**config.mk**
```make
export PLATFORM = sky130hd
export DESIGN_NAME = axi_mem_slave
export DESIGN_NICKNAME = d
export VERILOG_FILES = /design/src/rtl/axi_mem_slave.sv
export SDC_FILE = /design/constraint.sdc
export NUM_CORES = 1
export LEC_CHECK = 0
export ABC_AREA = 1
export BUFFER_PORTS_ARGS = -buffer_cell sky130_fd_sc_hd__buf_2
export CAP_MARGIN = 20
export CORE_MARGIN = 1
export CORE_UTILIZATION = 36
export CTS_BUF_LIST = sky130_fd_sc_hd__clkbuf_4 sky130_fd_sc_hd__clkbuf_8
export CTS_CLUSTER_SIZE = 40
export DETAILED_ROUTE_END_ITERATION = 8
export HOLD_SLACK_MARGIN = 0.08
export PLACE_DENSITY = 0.68
export SYNTH_ARGS = -nofsm -noshare
export SYNTH_HDL_FRONTEND = slang
export SYNTH_SLANG_ARGS = --single-unit
```
**constraint.sdc**
```tcl
create_clock -name clk -period 2.4 [get_ports clk]
set_clock_uncertainty 0.15 [all_clocks]
set_input_delay 0.6 -clock clk [delete_from_list [all_inputs] [get_ports clk]]
set_output_delay 0.6 -clock clk [all_outputs]
set_load 0.03 [all_outputs]
```
**src/rtl/axi_mem_slave.sv**
```systemverilog
// AXI4 burst slave that turns each read/write burst into sequential
// single-word accesses on a native valid/ready memory port. One transaction
// is in flight at a time; simultaneous read and write requests are served
// round-robin.
//
// Handshake semantics: every AXI channel transfers on a cycle where both
// valid and ready are high at the rising clock edge. Valid never waits on
// ready. On the native side, an access completes on a cycle where mem_valid
// and mem_ready are both high, and mem_rdata is sampled in that same cycle.
module axi_mem_slave #(
    parameter int ADDR_W = 32,
    parameter int DATA_W = 32,
    parameter int ID_W   = 1,
    parameter int LEN_W  = 8
) (
    input  logic                  clk,
    input  logic                  rst,
    input  logic [ID_W-1:0]       s_axi_awid,
    input  logic [ADDR_W-1:0]     s_axi_awaddr,
    input  logic [LEN_W-1:0]      s_axi_awlen,
    input  logic [2:0]            s_axi_awsize,
    input  logic [1:0]            s_axi_awburst,
    input  logic                  s_axi_awvalid,
    output logic                  s_axi_awready,
    input  logic [DATA_W-1:0]     s_axi_wdata,
    input  logic [DATA_W/8-1:0]   s_axi_wstrb,
    input  logic                  s_axi_wlast,
    input  logic                  s_axi_wvalid,
    output logic                  s_axi_wready,
    output logic [ID_W-1:0]       s_axi_bid,
    output logic [1:0]            s_axi_bresp,
    output logic                  s_axi_bvalid,
    input  logic                  s_axi_bready,
    input  logic [ID_W-1:0]       s_axi_arid,
    input  logic [ADDR_W-1:0]     s_axi_araddr,
    input  logic [LEN_W-1:0]      s_axi_arlen,
    input  logic [2:0]            s_axi_arsize,
    input  logic [1:0]            s_axi_arburst,
    input  logic                  s_axi_arvalid,
    output logic                  s_axi_arready,
    output logic [ID_W-1:0]       s_axi_rid,
    output logic [DATA_W-1:0]     s_axi_rdata,
    output logic [1:0]            s_axi_rresp,
    output logic                  s_axi_rlast,
    output logic                  s_axi_rvalid,
    input  logic                  s_axi_rready,
    output logic                  mem_valid,
    output logic [ADDR_W-1:0]     mem_addr,
    output logic [DATA_W-1:0]     mem_wdata,
    output logic [DATA_W/8-1:0]   mem_wstrb,
    input  logic [DATA_W-1:0]     mem_rdata,
    input  logic                  mem_ready,
    output logic [2:0]            dbg_state
);

    typedef enum logic [2:0] {
        S_IDLE  = 3'd0,
        S_WDATA = 3'd1,
        S_WRESP = 3'd2,
        S_RADDR = 3'd3,
        S_RDATA = 3'd4
    } state_t;

    localparam logic [2:0]     MAX_SIZE   = 3'($clog2(DATA_W / 8));
    localparam logic [1:0]     BURST_INCR = 2'b01;
    localparam logic [1:0]     RESP_OKAY  = 2'b00;
    localparam logic [1:0]     RESP_SLV   = 2'b10;
    localparam logic [LEN_W:0] BEAT_ONE   = 1;

    state_t              state_q, state_d;
    logic                arb_q, arb_d;          // 0: write wins a tie, 1: read wins
    logic [ID_W-1:0]     id_q, id_d;
    logic [ADDR_W-1:0]   addr_q, addr_d;
    logic [LEN_W-1:0]    len_q, len_d;
    logic [2:0]          size_q, size_d;
    logic [1:0]          burst_q, burst_d;
    logic [LEN_W:0]      beat_q, beat_d;        // one extra bit so len=255 cannot wrap
    logic                err_q, err_d;
    logic [DATA_W-1:0]   rdata_q, rdata_d;
    logic                awready_q, awready_d;
    logic                arready_q, arready_d;

    logic                take_w, take_r, w_hs, last_beat;
    logic [ADDR_W-1:0]   addr_step, next_addr;

    // Unsupported burst types and beats wider than the bus are answered with SLVERR.
    function automatic logic bad_req(input logic [1:0] burst, input logic [2:0] size);
        return burst[1] || (size > MAX_SIZE);
    endfunction

    assign s_axi_awready = awready_q;
    assign s_axi_arready = arready_q;
    assign dbg_state     = state_q;

    // Next-state, datapath updates and all channel outputs.
    always_comb begin
        state_d   = state_q;
        arb_d     = arb_q;
        id_d      = id_q;
        addr_d    = addr_q;
        len_d     = len_q;
        size_d    = size_q;
        burst_d   = burst_q;
        beat_d    = beat_q;
        err_d     = err_q;
        rdata_d   = rdata_q;
        awready_d = 1'b0;
        arready_d = 1'b0;

        s_axi_wready = 1'b0;
        s_axi_bvalid = 1'b0;
        s_axi_bid    = '0;
        s_axi_bresp  = RESP_OKAY;
        s_axi_rvalid = 1'b0;
        s_axi_rid    = '0;
        s_axi_rdata  = '0;
        s_axi_rresp  = RESP_OKAY;
        s_axi_rlast  = 1'b0;
        mem_valid    = 1'b0;
        mem_addr     = '0;
        mem_wdata    = '0;
        mem_wstrb    = '0;

        take_w    = 1'b0;
        take_r    = 1'b0;
        w_hs      = 1'b0;
        last_beat = (beat_q == {1'b0, len_q});
        addr_step = ADDR_W'(1) << size_q;
        // Errored bursts and FIXED bursts keep the address; INCR steps by the beat size.
        next_addr = (!err_q && burst_q == BURST_INCR) ? addr_q + addr_step : addr_q;

        case (state_q)
            S_IDLE: begin
                take_w = s_axi_awvalid && (!s_axi_arvalid || !arb_q);
                take_r = s_axi_arvalid && !take_w;
                if (s_axi_awvalid && s_axi_arvalid) arb_d = ~arb_q;
                // The request payload is stable while valid waits, so it is
                // latched now and ready follows one cycle later.
                if (take_w) begin
                    awready_d = 1'b1;
                    id_d      = s_axi_awid;
                    addr_d    = s_axi_awaddr;
                    len_d     = s_axi_awlen;
                    size_d    = s_axi_awsize;
                    burst_d   = s_axi_awburst;
                    beat_d    = '0;
                    err_d     = bad_req(s_axi_awburst, s_axi_awsize);
                    state_d   = S_WDATA;
                end else if (take_r) begin
                    arready_d = 1'b1;
                    id_d      = s_axi_arid;
                    addr_d    = s_axi_araddr;
                    len_d     = s_axi_arlen;
                    size_d    = s_axi_arsize;
                    burst_d   = s_axi_arburst;
                    beat_d    = '0;
                    err_d     = bad_req(s_axi_arburst, s_axi_arsize);
                    state_d   = S_RADDR;
                end
            end
            S_WDATA: begin
                mem_valid    = s_axi_wvalid && !err_q;
                mem_addr     = addr_q;
                mem_wdata    = s_axi_wdata;
                mem_wstrb    = s_axi_wstrb;
                // An errored burst is drained without touching memory.
                s_axi_wready = err_q || mem_ready;
                w_hs         = s_axi_wvalid && (err_q || mem_ready);
                if (w_hs) begin
                    beat_d = beat_q + BEAT_ONE;
                    addr_d = next_addr;
                    if (s_axi_wlast) begin
                        if (!last_beat) err_d = 1'b1;
                        state_d = S_WRESP;
                    end else if (beat_q >= {1'b0, len_q}) begin
                        err_d = 1'b1;
                    end
                end
            end
            S_WRESP: begin
                s_axi_bvalid = 1'b1;
                s_axi_bid    = id_q;
                s_axi_bresp  = err_q ? RESP_SLV : RESP_OKAY;
                if (s_axi_bready) state_d = S_IDLE;
            end
            S_RADDR: begin
                mem_valid = !err_q;
                mem_addr  = addr_q;
                if (err_q) begin
                    rdata_d = '0;
                    state_d = S_RDATA;
                end else if (mem_ready) begin
                    rdata_d = mem_rdata;
                    state_d = S_RDATA;
                end
            end
            S_RDATA: begin
                s_axi_rvalid = 1'b1;
                s_axi_rid    = id_q;
                s_axi_rdata  = rdata_q;
                s_axi_rresp  = err_q ? RESP_SLV : RESP_OKAY;
                s_axi_rlast  = last_beat;
                if (s_axi_rready) begin
                    if (last_beat) begin
                        state_d = S_IDLE;
                    end else begin
                        beat_d  = beat_q + BEAT_ONE;
                        addr_d  = next_addr;
                        state_d = S_RADDR;
                    end
                end
            end
            default: state_d = S_IDLE;
        endcase
    end

    // State and datapath registers; reset abandons any burst in progress.
    always_ff @(posedge clk or negedge rst) begin
        if (!rst) begin
            state_q   <= S_IDLE;
            arb_q     <= 1'b0;
            id_q      <= '0;
            addr_q    <= '0;
            len_q     <= '0;
            size_q    <= '0;
            burst_q   <= '0;
            beat_q    <= '0;
            err_q     <= 1'b0;
            rdata_q   <= '0;
            awready_q <= 1'b0;
            arready_q <= 1'b0;
        end else begin
            state_q   <= state_d;
            arb_q     <= arb_d;
            id_q      <= id_d;
            addr_q    <= addr_d;
            len_q     <= len_d;
            size_q    <= size_d;
            burst_q   <= burst_d;
            beat_q    <= beat_d;
            err_q     <= err_d;
            rdata_q   <= rdata_d;
            awready_q <= awready_d;
            arready_q <= arready_d;
        end
    end

endmodule

```
Word level (Yosys, flattened, before mapping)
Index checks and enable logic that the tools add are counted.

Input port bits: 169. Register bits after elaboration: 94. Output and inout port bits: 116. Logic and storage cells: 119.

Eq/ne operators: 15. Bitwise operators: 1. Mux-type cells: 59. Add/sub/neg operators: 2. Reductions and logical operators: 26. Order comparisons: 3. Shift-type cells: 1.

Operators with widths (count): two-way mux 32 bit (11); one-hot mux 32 bit (3 select lines) (1); two-way mux 9 bit (5); adder 32 bit (1); << shifter 1 x 3 -> 32 bit, first input constant (1); two-way mux 3 bit (10); one-hot mux 9 bit (3 select lines) (1); two-way mux 1 bit (19); two-way mux 8 bit (2); one-hot mux 3 bit (5 select lines) (1); two-way mux 2 bit (6); != test 3 bit, second input constant (4); != test 2 bit, second input constant (5); AND reduction 5 bit (2); adder 9 x 1 -> 9 bit, second input constant (1); equality test 9 x 8 -> 1 bit (1); >= comparator 9 x 8 -> 1 bit (1); equality test 3 x 2 -> 1 bit, second input constant (2); > comparator 3 x 2 -> 1 bit, second input constant (2); logical AND 1 bit (6); AND reduction 2 bit (3); AND reduction 6 bit (1); nonzero test 2 bit (3); logical NOT 1 bit (4); 10 further kinds (14).

Depth between registers and ports, before layout
Gate-level depths: netlist (run 1).

Word-level depth: 8. Mapped depth: 15. Gate-level depth less buffers: 15.

Least setup slack after synthesis (run 1)
OpenSTA, ideal clock, no wires.

Path type: reg2out. Start: register state_q[0], in the netlist dbg_state[0]. End: output mem_wdata[11]. Data arrival time: 1739 ps. Cell stages (with the launch flop): 7. Path slack: -89 ps. Data required time: 1650 ps. Path buffers: 2. Path through: dfrtp_1 -> inv_2 -> nor2_4 -> inv_2 -> clkbuf_1 -> clkbuf_1 -> nor2_1.

Longest elaborated chain between the ends: 2.

Ends and longest elaborated chain: from (decl) (line 70) `state_t state_q, state_d;`; from (signal assigned) (line 233) `state_q <= state_d;`; equality test 3 x 1 -> 1 bit (line 132) `case (state_q)`; two-way mux 32 bit (line 132); to (decl) (line 49) `output logic [DATA_W-1:0] mem_wdata,`.

No other way between the ends.

Final worst setup path (run 1)
Start: register beat_q[1]. End: output s_axi_rlast.

Longest elaborated chain between the ends: 2.

Ends and longest elaborated chain: from (decl) (line 77) `logic [LEN_W:0] beat_q, beat_d;`; from (signal assigned) (line 240) `beat_q <= beat_d;`; equality test 9 x 8 -> 1 bit (line 127) `last_beat = (beat_q == {1'b0, len_q});`; two-way mux 1 bit (line 132); to (decl) (line 44) `output logic s_axi_rlast,`.

No other way between the ends.

==> flow_summary.json, run 1 <==
{
  "grt_antenna_before_repair": 3,
  "worstSetupStartpointType": "register",
  "r2r_cells": 12,
  "r2r_slack_ps": 30,
  "die_h_um": 140,
  "peakVddDrop_uv": 814,
  "grt_use_total_pct": 23.6,
  "cts_tree": "yes",
  "numPortBuffers": 282,
  "drtAntennaViolNets": 0,
  "status": "finished, violations left",
  "post-route-period-util_pct": 101,
  "dieWidth_um": 140,
  "yosys.area.top_type": "dfrtp_1",
  "grt-busiest-layer": "met2",
  "setup_viol": 2,
  "synth_top_area_share_pct": 34.4,
  "grt_max_degree": 65,
  "grt_overflow": 0,
  "routedWlPerCell_um": 15.0,
  "r2r_start": "size_q[1]",
  "ys_top_cells_by_count": "225 x nand2_1, 184 x nor2_1, 171 x inv_1",
  "ys_types": 36,
  "finalHoldViolations": 0,
  "synth_cells": 1074,
  "fmax_mhz": 414,
  "cp.arrival_ps": 1670,
  "cp.required_ps": 1650,
  "leakage_nw": 5.24,
  "use_met3_pct": 3.89,
  "nets": 1562,
  "io_pins": 285,
  "finalPower_mw": 12.9,
  "ys_seq_area_share_pct": 34.4,
  "drv_cap": 0,
  "crit_end": "s_axi_rlast",
  "use_met1_pct": 27.6,
  "relSlewSlack_pct": 63.8,
  "h-tree-depth": 3,
  "layout_setup_ws_ps": -15.5,
  "synth-seq-cells": 94,
  "die_area_um2": 19500,
  "fin_hold_ws_ps": 233,
  "grt_util_met2_pct": 42.7,
  "finalMaxSlewViolations": 0,
  "start_util_pct": 36.7,
  "placed_area_um2": 8570,
  "synth_async_sr_flop_share_pct": 100,
  "pwr_density_cell_nw_per_um2": 1300,
  "period_minus_slack_ps": 2420,
  "clkTransAtPathRegs_ps": 120,
  "synth.avg_cell_area_um2": 6.37,
  "synth.most_common_cell": "nand2_1",
  "vias": 7991,
  "yosysWarnings": 0,
  "place_ws_ps": -21.1,
  "path_max_fanout": 2,
  "synth.area.top_cells": "dfrtp_1 34%, nand2_1 12%, nor2_1 10%, inv_1 9.4%, nand3_1 7.0%",
  "synthesis.area_um2": 6840,
  "worstSetupPathType": "register to output pin",
  "fp-row-count": 50,
  "root_buffer": "clkbuf_8",
  "first_iter_violations": 471,
  "clock_latency_ps": 400,
  "synth_flop_cell": "dfrtp_1",
  "cp-end-kind": "output pin",
  "violations": "negative setup slack",
  "clk_path_buf_depth": 2,
  "post-route-cell-area_um2": 9890,
  "drc_errors": 0,
  "numCtsBuffers": 9,
  "core-area_um2": 18600,
  "min_path_type": "input pin to register",
  "dr.pass1.iters": 5,
  "cts.sinks": 94,
  "gp_congestion": 0.912,
  "via_per_inst": 4.94,
  "dpl.hpwl_mm": 17.2,
  "drt-total-wl_mm": 24.2,
  "syn_to_final_growth_pct": 44.7,
  "worstReg2RegEnd": "addr_q[6]",
  "tightest_slew_ps": 542,
  "grt_pass1_vias": 7455,
  "drive_gt1_share_pct": 34.3,
  "grt_pass1_wl_mm": 36.5,
  "synth_edf_count": 0,
  "grt_setup_unrepaired": "true",
  "timing.critical_path.from": "beat_q[1]"
}
[kinds of logic after synthesis]
| logic type | count (synthesis) | synth area share [%] |
|---|---|---|
| other | 1 | 0.0548 |
| buffers and inverters | 228 | 13.5 |
| AOI/OAI and AO/OA | 174 | 13.9 |
| xor gates and xnor gates | 5 | 0.640 |
| DFF | 94 | 34.4 |
| adders and majority gates | 18 | 3.40 |
| and+or+nand+nor | 554 | 34.1 |
[cells in the final DEF (no fill, tap or decap), types with 13 or more instances in the layout]
cell type    n
nand4_1     13
nor2_1     147
buf_4      106
nand2_2     14
buf_6       23
nand3_1     90
o21ai_1     18
nand2_1    207
buf_2      192
dfrtp_1     88
inv_1      165
a21oi_1     39
nor2_4      13
o21ai_0     79
nor3_1      13
nor2_2      29
[sequential cells by signal, indices dropped and copies added (netlist names)]
signal / count
addr_q: 32
rdata_q: 32
beat_q: 9
len_q: 8
dbg_state: 3
size_q: 3
burst_q: 2
arb_q: 1
err_q: 1
id_q: 1
s_axi_arready: 1
s_axi_awready: 1
[where the power goes]
group	leakage [nW]	internal, mW	switching [mW]
logic	3.96	3.25	5.58
clock network	0.106	0.424	0.716
registers	1.17	2.32	0.583
[how the worst min path moves through the flow]
| stage | startpoint | to | slack, ps | cells after the start |
|---|---|---|---|---|
| after floorplan | rst | addr_q[0] | 150 | 0 |
| after global placement | arb_q | arb_q | 340 | 1 |
| after detailed placement | arb_q | arb_q | 320 | 1 |
| after CTS | s_axi_rready | dbg_state[2] | 220 | 2 |
| after global routing | s_axi_rready | dbg_state[2] | 230 | 2 |
| final | s_axi_rready | dbg_state[2] | 230 | 2 |
[timing repair]
action                                  4_1_cts  5_1_grt
endpoints found under the setup margin      106      126
pin swaps                                    13       17
setup buffers                                20        7
gates cloned                                  1        4
hold buffers                                  1        0
hold endpoints to repair                     32        0
resized for setup                           119      152
[area by class of cell]
class,instances,area (µm²)
multi-input cells,753,3990
fillers,1832,8750
clock buffers,9,124
inverters,179,691
well taps,234,293
repair buffers,338,2350
flip-flops and latches,94,2360
clock inverters,7,83.8
diodes,3,7.51
[layer usage]
layer	vias up	wire [µm]
li1	3983	-
met1	3682	10100
met2	286	12100
met3	40	1290
met4	0	661
met5	-	0
[critical path: stages (launching register included)]
cell	delay (ps)
dfrtp_1	420
ha_1	300
nand2_2	70
nor2_4	140
nand3_4	100
nor2_4	100
buf_6	140
[stage by stage]
stage | TNS, ps | util [%] | std cells
2_1_floorplan | -1780 | - | 1075
3_3_place_gp | 0 | 46.0 | 1564
3_5_place_dp | -42.9 | 46.0 | 1564
4_1_cts | -312 | 50.2 | 1602
5_1_grt | -2670 | 53.1 | 1617
6_report | -20.9 | 53.1 | 1617
No activity file was read; power rests on OpenSTA's default activity.
==> inputs of run 2 (changes only) <==
- RECOVER_POWER: not set -> 100
==> flow_summary.json, run 2 (synthesis gave the netlist of run 1 again) <==
{
  "drt-total-wl_mm": 24.3,
  "nets": 1562,
  "timing.critical_path.from": "beat_q[1]",
  "cts_tree": "yes",
  "routedWlPerCell_um": 15.0,
  "clk_path_buf_depth": 2,
  "min_path_type": "input pin to register",
  "cp.required_ps": 1650,
  "crit_end": "s_axi_rlast",
  "vias": 8020,
  "r2r_slack_ps": 60,
  "tightest_slew_ps": 975,
  "cp-end-kind": "output pin",
  "fmax_mhz": 414,
  "drtAntennaViolNets": 0,
  "layout_common_cells": "208 x nand2_1, 191 x buf_2, 165 x inv_1",
  "layout_setup_ws_ps": -13.3,
  "gp_congestion": 0.912,
  "setup_viol": 2,
  "post-route-period-util_pct": 101,
  "grt_setup_unrepaired": "true",
  "drive_gt1_share_pct": 34.1,
  "grt_pass1_wl_mm": 36.5,
  "worstHoldStart": "s_axi_rready",
  "drv_cap": 0,
  "worstSetupPathType": "register to output pin",
  "status": "finished, violations left",
  "root_buffer": "clkbuf_8",
  "leakage_nw": 5.20,
  "final_common_cell": "nand2_1",
  "pwr_density_cell_nw_per_um2": 1300,
  "r2r_start": "size_q[1]",
  "syn_to_final_growth_pct": 43.7,
  "die_h_um": 140,
  "drc_errors": 0,
  "dieWidth_um": 140,
  "grt_antenna_before_repair": 3,
  "numCtsBuffers": 9,
  "grt_max_degree": 65,
  "r2r_cells": 14,
  "grt_pass1_vias": 7455,
  "relSlewSlack_pct": 35.0,
  "grt_use_total_pct": 23.6,
  "grt_util_met2_pct": 42.7,
  "start_util_pct": 36.7,
  "peakVddDrop_uv": 828,
  "fp-row-count": 50,
  "worstReg2RegEnd": "addr_q[20]",
  "dpl.hpwl_mm": 17.2,
  "finalHoldViolations": 0,
  "setup_tns_ps": -14.9,
  "violations": "negative setup slack",
  "core-area_um2": 18600,
  "numPortBuffers": 282,
  "dr.pass1.iters": 5,
  "path_max_fanout": 2,
  "finalPower_mw": 12.8,
  "use_met1_pct": 27.6,
  "io_pins": 285,
  "use_met3_pct": 3.89,
  "finalMaxSlewViolations": 0,
  "via_per_inst": 4.96,
  "reg_top3": "addr_q: 32 flops, rdata_q: 32 flops, beat_q: 9 flops",
  "clock_latency_ps": 400,
  "first_iter_violations": 515,
  "dp_cells": 1564,
  "clkTransAtPathRegs_ps": 120,
  "die_area_um2": 19500,
  "cts.sinks": 94,
  "fin_cells": 1617,
  "cp.arrival_ps": 1660,
  "worstSetupStartpointType": "register",
  "grt-busiest-layer": "met2",
  "period_minus_slack_ps": 2410,
  "h-tree-depth": 3,
  "grt_overflow": 0
}
run 2: cell count changes in the layout (fill, tap and decap cells not counted), sizes merged:
cell	before	now
buf	334	326
clkbuf	12	20
run 2: area by class of cell:
class,instances,area [µm²]
tap,234,293
fill,1844,8820
clock buffer,9,124
timing repair buffer,338,2290
sequential,94,2360
clock inverter,7,83.8
antenna,3,7.51
inverter,179,691
multi-input combinational,753,3980
run 2: layer usage:
layer | vias to the layer above | wire [µm]
li1 | 3983 | -
met1 | 3681 | 10100
met2 | 318 | 12100
met3 | 38 | 1420
met4 | 0 | 673
met5 | - | 0
run 2: repair_timing:
action                                  CTS  global route
buffers inserted                         20             7
endpoints found under the setup margin  106           126
pin swaps                                13            17
cloned                                    1             4
endpoints found under the hold margin    32             0
resized for setup                       119           152
hold buffers                              1             0
run 2: worst min path at each step:
| stage | to | slack, ps | cells past startpoint |
|---|---|---|---|
| 3_3_place_gp | arb_q | 340 | 1 |
| 2_1_floorplan | addr_q[0] | 150 | 0 |
| 6_report | dbg_state[2] | 240 | 2 |
| 5_1_grt | dbg_state[2] | 230 | 2 |
| 3_5_place_dp | arb_q | 320 | 1 |
| 4_1_cts | dbg_state[2] | 220 | 2 |
run 2: through the flow:
step                      util, %  worst slack, ps  hold WS (ps)  area, µm²
after global routing         52.7            -91.9           233       9830
after CTS                    50.2            -65.3           216       9350
after detailed placement     46.0            -21.1           320       8570
final                        52.7            -13.3           236       9830
after floorplan                 -            -88.8           154       6840
after global placement       46.0             15.6           338       8570
run 2: report_power, final:
group | switching, mW | leakage (nW) | internal (mW) | total [mW]
Sequential | 0.587 | 1.17 | 2.32 | 2.91
Combinational | 5.57 | 3.93 | 3.20 | 8.77
Clock | 0.715 | 0.106 | 0.424 | 1.14
Total | 6.87 | 5.20 | 5.95 | 12.8
run 2: worst max-delay path: stages (launching register included):
cell and delay [ps]:
dfrtp_1 420, ha_1 300, nand2_2 70, nor2_4 140, nand3_4 100, nor2_4 100, buf_6 140
==> inputs of run 3 (changes only) <==
- BUFFER_PORTS_ARGS: -buffer_cell sky130_fd_sc_hd__buf_2 -> -buffer_cell sky130_fd_sc_hd__clkbuf_2
- GPL_TIMING_DRIVEN: not set -> 0
- HOLD_SLACK_MARGIN: 0.08 -> not set
==> flow_summary.json, run 3 (synthesis gave the netlist of run 1 again) <==
{
  "tightest_slew_ps": 918,
  "post-route-period-util_pct": 105,
  "dieWidth_um": 140,
  "routedWlPerCell_um": 16.4,
  "setup_viol": 96,
  "fmax_mhz": 397,
  "start_util_pct": 36.7,
  "grt_pass1_vias": 7858,
  "setup_tns_ps": -4380,
  "grt_overflow": 0,
  "grt_setup_unrepaired": "true",
  "drc_errors": 0,
  "via_per_inst": 5.05,
  "grt_max_degree": 61,
  "reg_top3": "addr_q: 32 flops, rdata_q: 32 flops, beat_q: 9 flops",
  "nets": 1609,
  "peakVddDrop_uv": 670,
  "io_pins": 285,
  "drtAntennaViolNets": 0,
  "dr.pass1.iters": 5,
  "relSlewSlack_pct": 38.8,
  "grt_use_total_pct": 26.7,
  "drv_cap": 0,
  "clock_latency_ps": 400,
  "finalMaxSlewViolations": 0,
  "post-route-cell-area_um2": 10600,
  "place_ws_ps": -331,
  "path_max_fanout": 7,
  "slowest_delay_ps": 450,
  "fin_hold_ws_ps": 166,
  "pwr_density_cell_nw_per_um2": 1330,
  "worstSetupPathType": "register to output pin",
  "finalPower_mw": 14.2,
  "die_area_um2": 19500,
  "die_h_um": 140,
  "min_path_type": "input pin to async pin",
  "cp_cell_sequence": "inv_2, nand2_4, nor2_4, inv_4, clkbuf_16, clkbuf_16, nor2_4, buf_8",
  "violations": "negative setup slack",
  "dpl.hpwl_mm": 19.3,
  "core-area_um2": 18600,
  "vias": 8394,
  "cts.sinks": 94,
  "numPortBuffers": 282,
  "cp-end-kind": "output pin",
  "clk_path_buf_depth": 2,
  "grt_pass1_wl_mm": 40.3,
  "layout_common_cells": "197 x clkbuf_2, 195 x nand2_1, 164 x inv_1",
  "cts_tree": "yes",
  "cp_slowest_cell": "dfrtp_2",
  "final_common_cell": "clkbuf_2",
  "clkTransAtPathRegs_ps": 120,
  "placed_area_um2": 8580,
  "fp-row-count": 50,
  "worstSetupStartpointType": "register",
  "drive_gt1_share_pct": 37.8,
  "numCtsBuffers": 9,
  "finalHoldViolations": 0,
  "leakage_nw": 5.50,
  "status": "finished, violations left",
  "root_buffer": "clkbuf_8",
  "drt-total-wl_mm": 27.2,
  "gp_congestion": 0.927,
  "syn_to_final_growth_pct": 55.3,
  "cp.required_ps": 1650,
  "h-tree-depth": 3,
  "first_iter_violations": 682,
  "layout_setup_ws_ps": -116,
  "grt_antenna_before_repair": 2,
  "period_minus_slack_ps": 2520,
  "cp.arrival_ps": 1770
}
==> run 3: cell types whose count changed in the layout (fill, tap and decap cells not counted), sizes merged <==
cell,change
clkbuf,+226
buf,-177
clkinv,+2
diode,-2
inv,-2
clkinvlp,-1
dlygate4sd3,-1
==> run 3: critical path: cells and delay by family (launching register included) <==
kind                   cells  cell delay [ps]
buffers and inverters      5              630
flip-flops                 1              450
AND/OR/NAND/NOR            3              300
==> run 3: path summary, 6_finish.rpt <==
path | end | from | slack [ps] | cells past startpoint
max | mem_wdata[30] | dbg_state[1] | -120 | 8
max reg2reg | addr_q[20] | size_q[2] | 0 | 12
max in group asynchronous | dbg_state[1] | rst | 350 | 2
min in group clk | rdata_q[6] | mem_rdata[6] | 280 | 3
min reg2reg | arb_q | arb_q | 330 | 1
min | len_q[1] | rst | 170 | 1
==> run 3: cell type report <==
class / count / area, µm²
Multi-Input combinational cell: 753 / 4320
Sequential cell: 94 / 2360
Clock buffer: 10 / 131
Clock inverter: 6 / 57.6
Inverter: 179 / 691
Buffer: 48 / 384
Timing Repair Buffer: 337 / 2380
Antenna cell: 1 / 2.50
Fill cell: 1720 / 8020
Tap cell: 234 / 293
==> run 3: what timing repair did <==
action / CTS / global route
pin swaps: 13 / 35
cloned: 4 / 0
buffers inserted: 31 / 20
endpoints found under the setup margin: 119 / 129
gates resized for setup: 241 / 194
hold buffers: 0 / 0
==> run 3: where the power goes <==
| group | switching, mW | internal [mW] |
|---|---|---|
| logic | 6.25 | 3.90 |
| registers | 0.582 | 2.32 |
| clock network | 0.693 | 0.418 |
==> run 3: metrics by stage <==
stage / utilization, % / instances
after global routing: 57.0 / 1662
after global placement: 45.8 / 1591
after CTS: 53.5 / 1643
after detailed placement: 46.0 / 1592
final: 57.0 / 1662
after floorplan: - / 1075
==> run 3: layer usage <==
metal	track usage, %	wire, µm	part of all wire (%)	vias up
met5	0	10	0.037	-
met4	10.7	756	2.8	2
met3	4.54	2160	7.9	53
met2	47.3	13700	50	364
met1	31.9	10600	39	3895
li1	-	-	-	4080
